--- src/rtl/branch_pkg.sv ---
// branch_pkg: shared types and constants for the branch resolution sequencer
package branch_pkg;
  typedef enum logic [1:0] {IDLE, EVAL, REDIRECT, FLUSH} br_state_e;
  localparam logic [2:0] F3_BEQ  = 3'b000;
  localparam logic [2:0] F3_BNE  = 3'b001;
  localparam logic [2:0] F3_BLT  = 3'b100;
  localparam logic [2:0] F3_BGE  = 3'b101;
  localparam logic [2:0] F3_BLTU = 3'b110;
  localparam logic [2:0] F3_BGEU = 3'b111;
  typedef logic [1:0] bht_ctr_t;
  localparam bht_ctr_t BHT_RESET = 2'b01;
endpackage

--- src/rtl/branch_cmp.sv ---
// branch_cmp: combinational branch condition evaluator
// Ports: a, b operands; funct3 branch type; taken direction; illegal for funct3 010/011.
module branch_cmp
  import branch_pkg::*;
#(
  parameter int XLEN = 32
) (
  input  logic [XLEN-1:0] a,
  input  logic [XLEN-1:0] b,
  input  logic [2:0]      funct3,
  output logic            taken,
  output logic            illegal
);
  logic lt;
  always_comb begin
    illegal = !(funct3 inside {F3_BEQ, F3_BNE, F3_BLT, F3_BGE, F3_BLTU, F3_BGEU});
    lt      = funct3[1] ? (a < b) : ($signed(a) < $signed(b));
    // bit 0 inverts the base relation: bne/bge/bgeu are complements of beq/blt/bltu
    taken   = illegal ? 1'b0 : ((funct3[2] ? lt : (a == b)) ^ funct3[0]);
  end
endmodule

--- src/rtl/branch_ctrl.sv ---
// branch_ctrl: EX-stage branch resolution sequencer with redirect and multi-cycle flush
// Ports: req_* one branch per valid/ready handshake; lookup_pc/lookup_taken fetch-time
// prediction; resolve_* one-cycle result pulse; redirect_valid/redirect_pc corrected fetch
// PC; flush kills younger instructions; busy when not idle.
// Macro BRANCH_CTRL_BHT_EN compiles in a 2-bit saturating-counter branch history table;
// without it lookup_taken is 0 and req_pred_taken is treated as 0.
module branch_ctrl
  import branch_pkg::*;
#(
  parameter int XLEN         = 32,
  parameter int FLUSH_CYCLES = 2,
  parameter int BHT_ENTRIES  = 16
) (
  input  logic            clk,
  input  logic            rst,
  input  logic            req_valid,
  output logic            req_ready,
  input  logic [XLEN-1:0] req_pc,
  input  logic [XLEN-1:0] req_imm,
  input  logic [XLEN-1:0] req_rs1,
  input  logic [XLEN-1:0] req_rs2,
  input  logic [2:0]      req_funct3,
  input  logic            req_pred_taken,
  input  logic [XLEN-1:0] lookup_pc,
  output logic            lookup_taken,
  output logic            resolve_valid,
  output logic            resolve_taken,
  output logic            resolve_illegal,
  output logic            redirect_valid,
  output logic [XLEN-1:0] redirect_pc,
  output logic            flush,
  output logic            busy
);
  br_state_e state_q, state_d;
  logic [XLEN-1:0] pc_q, imm_q, rs1_q, rs2_q, rpc_q;
  logic [2:0] f3_q;
  logic [3:0] cnt_q;
  logic taken, illegal, mispredict;

  branch_cmp #(.XLEN(XLEN)) u_cmp (
    .a(rs1_q),
    .b(rs2_q),
    .funct3(f3_q),
    .taken(taken),
    .illegal(illegal)
  );

  always_ff @(posedge clk) begin
    if (rst) state_q <= IDLE;
    else state_q <= state_d;
  end

  always_ff @(posedge clk) begin
    if (state_q == IDLE && req_valid) begin
      pc_q  <= req_pc;
      imm_q <= req_imm;
      rs1_q <= req_rs1;
      rs2_q <= req_rs2;
      f3_q  <= req_funct3;
    end
    if (state_q == EVAL) rpc_q <= taken ? pc_q + imm_q : pc_q + XLEN'(4);
    // REDIRECT is the first flush cycle, so FLUSH itself lasts FLUSH_CYCLES-1 cycles
    if (state_q == REDIRECT) cnt_q <= 4'(FLUSH_CYCLES - 1);
    else if (state_q == FLUSH) cnt_q <= cnt_q - 4'd1;
  end

  always_comb begin
    state_d = state_q;
    case (state_q)
      IDLE:     state_d = req_valid ? EVAL : IDLE;
      EVAL:     state_d = mispredict ? REDIRECT : IDLE;
      REDIRECT: state_d = (FLUSH_CYCLES == 1) ? IDLE : FLUSH;
      FLUSH:    state_d = (cnt_q == 4'd1) ? IDLE : FLUSH;
      default:  state_d = IDLE;
    endcase
  end

  always_comb begin
    req_ready       = state_q == IDLE;
    busy            = state_q != IDLE;
    resolve_valid   = state_q == EVAL;
    resolve_taken   = resolve_valid & taken;
    resolve_illegal = resolve_valid & illegal;
    redirect_valid  = state_q == REDIRECT;
    redirect_pc     = redirect_valid ? rpc_q : '0;
    flush           = state_q == REDIRECT || state_q == FLUSH;
  end

`ifdef BRANCH_CTRL_BHT_EN
  localparam int IW = $clog2(BHT_ENTRIES);
  bht_ctr_t bht_q [BHT_ENTRIES];
  logic pred_q;
  logic [IW-1:0] upd_idx, lk_idx;
  logic unused_lookup;
  assign upd_idx       = pc_q[IW+1:2];
  assign lk_idx        = lookup_pc[IW+1:2];
  assign lookup_taken  = bht_q[lk_idx][1];
  assign mispredict    = taken != pred_q;
  assign unused_lookup = ^{lookup_pc[XLEN-1:IW+2], lookup_pc[1:0]};
  always_ff @(posedge clk) begin
    if (state_q == IDLE && req_valid) pred_q <= req_pred_taken;
    if (rst) begin
      for (int i = 0; i < BHT_ENTRIES; i++) bht_q[i] <= BHT_RESET;
    end else if (state_q == EVAL && !illegal) begin
      bht_q[upd_idx] <= taken ? (bht_q[upd_idx] == 2'b11 ? 2'b11 : bht_q[upd_idx] + 2'b01)
                              : (bht_q[upd_idx] == 2'b00 ? 2'b00 : bht_q[upd_idx] - 2'b01);
    end
  end
`else
  logic unused_lookup;
  assign lookup_taken  = 1'b0;
  assign mispredict    = taken;
  assign unused_lookup = ^{lookup_pc, req_pred_taken};
`endif
endmodule
--- config.mk ---
export PLATFORM = sky130hd
export DESIGN_NAME = branch_ctrl
export DESIGN_NICKNAME = d
export VERILOG_FILES = /design/src/rtl/branch_pkg.sv /design/src/rtl/branch_cmp.sv /design/src/rtl/branch_ctrl.sv
export SDC_FILE = /design/constraint.sdc
export NUM_CORES = 1
export LEC_CHECK = 0
export CAP_MARGIN = 10
export CORE_MARGIN = 2
export CORE_UTILIZATION = 51
export CTS_BUF_LIST = sky130_fd_sc_hd__clkbuf_16
export DETAILED_ROUTE_END_ITERATION = 12
export GPL_ROUTABILITY_DRIVEN = 0
export PLACE_DENSITY_LB_ADDON = 0.2
export SETUP_SLACK_MARGIN = 0.2
export SKIP_CTS_REPAIR_TIMING = 1
export SYNTH_ARGS = -nofsm -noshare
export SYNTH_HDL_FRONTEND = slang
export SYNTH_HIERARCHICAL = 1
export SYNTH_SLANG_ARGS = --single-unit
--- constraint.sdc ---
create_clock -name clk -period 5.5 [get_ports clk]
set_clock_uncertainty 0.05 [all_clocks]
set_input_delay 1.1 -clock clk [delete_from_list [all_inputs] [get_ports clk]]
set_output_delay 1.1 -clock clk [all_outputs]
set_load 0.02 [all_outputs]
-- Word level (Yosys, flattened, before mapping)
Index checks and enable logic that the tools add are counted.
- input bits: 167
- register bits: 169
- output and inout bits: 40
- logic and storage cells: 42
- add/subtract/negate cells: 3
- $lt $le $gt $ge: 2
- bitwise operators: 3
- muxes and demuxes: 9
- reduce and logical (&&, ||, !) cells: 7
- equal/unequal tests: 10
- operators with widths (kind ; number):
    $lt A32 B32 Y1 ; 2
    $mux W32 ; 2
    $add A32 B3 Y32 const B ; 1
    $add A32 B32 Y32 ; 1
    $eq A32 B32 Y1 ; 1
    $eq A3 B3 Y1 const B ; 4
    $pmux W2 S4 ; 1
    $reduce_bool A6 Y1 ; 1
    $eq A2 B2 Y1 const B ; 2
    $eq A4 B1 Y1 const B ; 1
    $mux W1 ; 4
    $mux W2 ; 2
    $sub A4 B1 Y4 const B ; 1
    $eq A3 B1 Y1 const B ; 1
    $logic_not A3 Y1 ; 1
    $and A1 B1 Y1 ; 2
    $eq A2 B1 Y1 const B ; 1
    $logic_not A2 Y1 ; 1
    $reduce_bool A2 Y1 ; 1
    $logic_and A1 B1 Y1 ; 1
    $logic_not A1 Y1 ; 1
    $logic_or A1 B1 Y1 ; 1
    $xor A1 B1 Y1 ; 1

-- Depth between registers and ports, before layout
Gate-level depths: netlist of run 1.
- depth after elaboration: 7
- depth in mapped cells: 13
- depth with buffers taken out: 12

-- Cells and area by module
The synthesis of run 1 kept the hierarchy.
- modules (own cells, without submodules) (module ; sequential area each (sq um) ; cells an instance ; area each (sq um) ; instances):
    branch_ctrl ; 5014.8 ; 652 ; 8191.6 ; 1
    branch_cmp ; 0.0 ; 124 ; 878.3 ; 1

-- Worst setup path after synthesis of run 1
OpenSTA, ideal clock, no wires.
- path type: input to register
- start: input port req_valid
- end: register f3_q[0], enable pin
- required time: 4.966 ns
- arrival: 3.708 ns
- slack: 1.259 ns
- buffers on the path: 0
- cell stages on the path: 2
- library setup time: 0.484 ns
- cells stage by stage: nand2_1 inv_1
- word-level cells in the longest chain between the ends: 1
- RTL lines (element ; line ; text):
    from (decl) ; branch_ctrl.sv:16 ; input logic req_valid,
    $logic_and A1 B1 Y1 ; branch_ctrl.sv:54 ; if (state_q == IDLE && req_valid) begin
    to (signal assigned) ; branch_ctrl.sv:59 ; f3_q <= req_funct3;
    to (decl) ; branch_ctrl.sv:36 ; logic [2:0] f3_q;
No other way between the ends.
A chain may end at the register's enable or synchronous reset.

-- Final worst setup path of run 1
- start: register rs1_q[22]
- end: output port resolve_taken
- word-level cells in the longest chain between the ends: 6
- elaborated cells on any way between the ends: 8
- those cells by class: 2 x order compare; 1 x eq/ne; 3 x mux; 2 x bitwise
- RTL lines (element ; line ; text):
    from (decl) ; branch_ctrl.sv:35 ; logic [XLEN-1:0] pc_q, imm_q, rs1_q, rs2_q, rpc_q;
    from (signal assigned) ; branch_ctrl.sv:57 ; rs1_q <= req_rs1;
    $lt A32 B32 Y1 ; branch_cmp.sv:17 ; lt = funct3[1] ? (a < b) : ($signed(a) < $signed(b));
    $mux W1 ; branch_cmp.sv:17 ;
    $mux W1 (*) ; branch_cmp.sv:19 ; taken = illegal ? 1'b0 : ((funct3[2] ? lt : (a == b)) ^ funct3[0]);
    $xor A1 B1 Y1 (*) ; branch_cmp.sv:19 ;
    $mux W1 (*) ; branch_cmp.sv:19 ;
    net mispredict ; branch_ctrl.sv:38 ; logic taken, illegal, mispredict;
    $and A1 B1 Y1 (*) ; branch_ctrl.sv:82 ; resolve_taken = resolve_valid & taken;
    to (decl) ; branch_ctrl.sv:27 ; output logic resolve_taken,
The timed path passes the listed nets; every way through them passes the cells marked *.

==> results of run 1 <==
==> flip-flops by register name, summed over array words and instances, names as in the netlist <==
register and cells:
state_q 2, pc_q 32, f3_q 3, imm_q 32, rs2_q 32, cnt_q 4, rs1_q 32, rpc_q 32
==> critical path, stage by stage, from the launching register on <==
cell             delay, ns
edfxtp_1              0.40
ha_1                  0.33
nand4_1               0.14
or4_1                 0.58
nor3_2                0.15
xnor2_1               0.07
or3_1                 0.35
o31ai_4               0.11
nand2_1               0.14
inv_1                 0.09
clkdlybuf4s50_1       0.59
==> path summary, 6_finish.rpt <==
| path | startpoint | endpoint | slack [ns] | depth (start not counted) |
|---|---|---|---|---|
| worst max-delay path | rs1_q[22] | resolve_taken | 0.97 | 10 |
| worst min-delay path | cnt_q[3] | cnt_q[3] | 0.43 | 1 |
| worst max register to register | rs1_q[22] | rpc_q[28] | 1.07 | 12 |
| worst min register to register | cnt_q[3] | cnt_q[3] | 0.43 | 1 |
==> layer usage <==
layer / track usage / up-vias / wire, um
met1: 0.2680 / 2910 / 8022
li1: - / 3224 / -
met4: 0.07847 / 0 / 396
met2: 0.3154 / 240 / 8461
met5: 0 / - / 0
met3: 0.06549 / 37 / 1606
==> area by class of cell <==
type	count	share of cell area
well taps	225	0.02429
flip-flops and latches	169	0.4327
multi-input cells	532	0.3231
inverters	49	0.01609
clock inverters	14	0.01414
clock buffers	17	0.03671
repair buffers	177	0.1529
==> stage by stage <==
step | std cells | area [sq um] | setup slack (ns) | hold slack (ns)
after floorplan | 776 | 9070 | 1.259 | 0.3899
after global placement | 1152 | 11000 | 1.274 | 0.4101
after detailed placement | 1152 | 11000 | 1.200 | 0.4285
after CTS | 1183 | 11590 | 0.9248 | 0.4364
after global routing | 1183 | 11590 | 0.7838 | 0.4642
final | 1183 | 11590 | 0.9692 | 0.4344
==> power groups by stage <==
stage | clock [W] | sequential, W | combinational, W
2_1_floorplan | 0 | 0.00166 | 0.000541
3_3_place_gp | 0 | 0.00167 | 0.000779
3_5_place_dp | 0 | 0.00167 | 0.000793
4_1_cts | 0.00122 | 0.00164 | 0.000803
5_1_grt | 0.00127 | 0.00166 | 0.000891
6_report | 0.00120 | 0.00164 | 0.000806
==> cell usage after synthesis (7+ instances only) <==
library cell and n:
edfxtp_1 163, a21o_1 20, and2_1 36, o21ai_0 26
nand3_1 20, xor2_1 25, inv_1 48, o21a_1 12
nand2_1 54, a21oi_1 58, nand4_1 16, a211oi_1 7
nor2_1 48, xnor2_1 25, nor2b_1 8, ha_1 66
nor3_1 7, clkbuf_1 18
==> kinds of logic after synthesis <==
kind of cell             after synthesis  synth area share
AND/OR/NAND/NOR                      229            0.1337
AO/OA/AOI/OAI                        179            0.1283
flip-flops                           169            0.5529
buffers and inverters                 75           0.03600
adder cells (fa/ha/maj)               67           0.09325
XOR/XNOR                              50           0.04828
multiplexers                           6          0.007173
other                                  1         0.0004135
==> impl_metrics.ini, run 1 <==
[grt]
grt_max_degree = 73
antenna_found_initial = 0
first_global_vias = 6119
grt_remaining_overflow = 0
global_route.usage.total = 0.2038
wire_length_of_the_first_global_routing_pass_um = 29440

[worst_setup_path]
critPathKind = register to output pin
cp.arrival_ns = 3.38
worstSetupStartpointType = register
timing.critical_path.fanout_max = 3
endpoint_kind = output pin
worstPathRequired_ns = 4.35

[final_layout]
area_growth_syn_to_layout_pct = 27.77
multi_input_area_sq_um = 3745
most-common-layout-cells = clkdlybuf4s50_1 (172), edfxtp_1 (163), ha_1 (66)
leading_cell_type_in_the_layout_fill_and_taps_excluded = clkdlybuf4s50_1
area_taken_by_flip_flops_and_latches_sq_um = 5015
fin_util = 0.6677
num_antenna_cells = 0
fill_cells = 1363
post_route_cells_drive_above_1_share = 0.05950
nets = 1180

[power]
net-switching-power_w = 0.001023
power_density_nw_per_um2 = 314.5
power_frac_clock = 0.328
power_w = 0.003644
power.share.combinational = 0.221
internal_power_w = 0.002622
power_switching_share = 0.2806
seqPwrFrac = 0.450
worst_case_vdd_ir_drop_mv = 0.2390
p_leak_nw = 4.420

[clock_tree]
clockRootBuffer = clkbuf_16
htree_levels = 4
path_clk_slew_ns = 0.07
max-clock-path-buffers = 2
clkLatencyLatePin_ns = 0.43
cts_buffer_count = 17
cts.sinks = 169
clock_tree_from_tritoncts = built

[placed_design]
place.detailed.hpwl_um = 13750
buffer_ports.inserted = 172

[outcome]
status = finished, final reports clean

[sta]
max_slew.worst_pin.slew_ns = 0.7775
totalNegativeSetupSlack_ns = 0
report.final.slew_viol_count = 0
final_cycle_utilization_of_the_critical_path = 0.8238
timing_hold_violations_final = 0
setup_viol = 0
fmax_mhz = 220.7
period_minus_slack_ns = 4.531
slew_headroom = 0.4817
grt_setup_unrepaired = no

[floorplan]
rows = 48
initial_utilization = 0.5226
die_height_um = 137.4
core_area_sq_um = 17360
io_pins = 207
floorplan.die.width_um = 137.4
fp.dieArea_sq_um = 18870

[yosys]
synth.area.top_cells = edfxtp_1 (54%), ha_1 (9.1%), a21oi_1 (3.2%)
synth-main-ff-cell = edfxtp_1
yosys_register_bits = 169
yosys_warnings = 6
syn_inst = 776
synth_seq_area_share = 0.5529
share_of_async_settable_or_async_resettable_flops_after_synthesis = 0
avgSynthCellArea_sq_um = 11.69
synth_enable_flop_cells = 163
post_synth_num_cell_types = 69
synth.top_cell.area_share = 0.5397
synth_area_leader_cell = edfxtp_1
cell_area_after_synthesis_sq_um = 9070
syn-num-nets = 1010

[worst_hold_path]
hold_class = register to register

[routing]
avgRoutedWirePerCell_um = 15.63
drt_iter0_drc = 415
post-route-drc-count = 0
first_pass_iters = 5
detail-route-antenna-nets = 0
routed_wirelength_um = 18490
routed-via-count = 6411
route.detailed.vias_per_inst = 5.419

[flow_run]
max_cap_viol_count = 0
No activity file was read; power rests on OpenSTA's default activity.
==> inputs of run 2 (changes only) <==
clock period = 4.5 ns   (was 5.5 ns; I/O delays follow)
==> impl_metrics.ini, run 2 (synthesized netlist as in run 1, its figures left out) <==
[grt]
grt_remaining_overflow = 0
first_global_vias = 5957
wire_length_of_the_first_global_routing_pass_um = 29410
grt_max_degree = 132
antenna_found_initial = 0
global_route.usage.total = 0.2021

[floorplan]
floorplan.die.width_um = 137.4
initial_utilization = 0.5226
die_height_um = 137.4
io_pins = 207
rows = 48
core_area_sq_um = 17360
fp.dieArea_sq_um = 18870

[final_layout]
most-common-layout-cells = clkdlybuf4s50_1 (171), edfxtp_1 (163), ha_1 (66)
leading_cell_type_in_the_layout_fill_and_taps_excluded = clkdlybuf4s50_1
post_route_cells_drive_above_1_share = 0.06348
stdcell_area_sq_um = 11590
area_growth_syn_to_layout_pct = 27.84
num_antenna_cells = 0
fill_cells = 1354
nets = 1182

[clock_tree]
path_clk_slew_ns = 0.07
clkLatencyLatePin_ns = 0.43
clockRootBuffer = clkbuf_16
cts_buffer_count = 17
max-clock-path-buffers = 2
htree_levels = 4
cts.sinks = 169
clock_tree_from_tritoncts = built

[sta]
timing_hold_violations_final = 0
setup_viol = 0
final_cycle_utilization_of_the_critical_path = 0.8931
grt_setup_unrepaired = no
report.final.slew_viol_count = 0
period_minus_slack_ns = 4.019
fmax_mhz = 248.8
slew_headroom = 0.4973
max_slew.worst_pin.slew_ns = 0.7540
totalNegativeSetupSlack_ns = 0
worst_hold_slack_ns = 0.4335

[placed_design]
buffer_ports.inserted = 172
detailed_place.area_sq_um = 11010
place.detailed.hpwl_um = 13760

[worst_setup_path]
timing.critical_path.fanout_max = 4
worstPathRequired_ns = 3.55
critical-path-slowest-cell = or4_1
worst_path_largest_cell_delay_ns = 0.59
timing.critical_path.buf_inv = 2
critPathKind = register to output pin
endpoint_kind = output pin
cp.arrival_ns = 3.07
crit_family = simple AND/OR/NAND/NOR gates
worstPathCellList = ha_1, nand4_1, or4_1, nor3_2, xnor2_1, or3_1, o31ai_4, nand2_1, inv_1, dlymetal6s2s_1
worstSetupStartpointType = register

[routing]
routed_wirelength_um = 18130
wl_met2_um = 8303
route.detailed.vias_per_inst = 5.347
met1_length_um = 8104
routed.top_layer = met4
detail-route-antenna-nets = 0
drt_iter0_drc = 408
met3RoutedLength_um = 1448
routed-via-count = 6341
first_pass_iters = 5
avgRoutedWirePerCell_um = 15.28
post-route-drc-count = 0

[power]
power.share.combinational = 0.223
power_switching_share = 0.2908
power_density_nw_per_um2 = 379.0
seqPwrFrac = 0.457
internal_power_w = 0.003117
worst_case_vdd_ir_drop_mv = 0.2661
net-switching-power_w = 0.001278
power_frac_clock = 0.321
p_leak_nw = 4.444

[outcome]
status = finished, final reports clean

[flow_run]
max_cap_viol_count = 0

[worst_hold_path]
hold_class = register to register
## run 2: routing by layer
| metal | GRT usage | vias to the layer above |
|---|---|---|
| met5 | 0 | - |
| met4 | 0.06186 | 0 |
| met3 | 0.06181 | 21 |
| met2 | 0.3195 | 216 |
| met1 | 0.2688 | 2882 |
| li1 | - | 3222 |
## run 2: layout make-up
type	count	area [sq um]	share of cell area
multi-input cells	532	3745	0.3230
clock buffers	17	425.4	0.03669
inverters	49	186.4	0.01608
repair buffers	179	1789	0.1543
well taps	225	281.5	0.02428
flip-flops and latches	169	5015	0.4325
clock inverters	15	152.6	0.01316
## run 2: power by group through the flow
stage,registers (W),clock network [W],logic [W]
after CTS,0.00201,0.00143,0.000978
final,0.00201,0.00141,0.000980
after global routing,0.00202,0.00151,0.00109
after detailed placement,0.00204,0,0.000971
after floorplan,0.00203,0,0.000661
after global placement,0.00204,0,0.000954
## run 2: path summary, 6_finish.rpt
path,from,end,slack (ns),cells after the start
max reg2reg,rs1_q[31],rpc_q[31],0.87,12
min reg2reg,cnt_q[3],cnt_q[3],0.43,2
max,rs1_q[31],resolve_taken,0.48,10
min,cnt_q[3],cnt_q[3],0.43,2
## run 2: metrics by stage
stage | power (W) | worst slack (ns) | std cells | utilization
2_1_floorplan | 0.002689 | 0.4326 | 776 | -
3_3_place_gp | 0.002990 | 0.6013 | 1154 | 0.6346
3_5_place_dp | 0.003013 | 0.5626 | 1154 | 0.6346
4_1_cts | 0.004418 | 0.06436 | 1186 | 0.6679
5_1_grt | 0.004622 | 0.2975 | 1186 | 0.6680
6_report | 0.004395 | 0.4810 | 1186 | 0.6680
## run 2: tightest hold or removal path, cell delays in order, from the launching register on
cell	delay, ns
dfxtp_1	0.33
nand2_1	0.06
o31ai_1	0.06
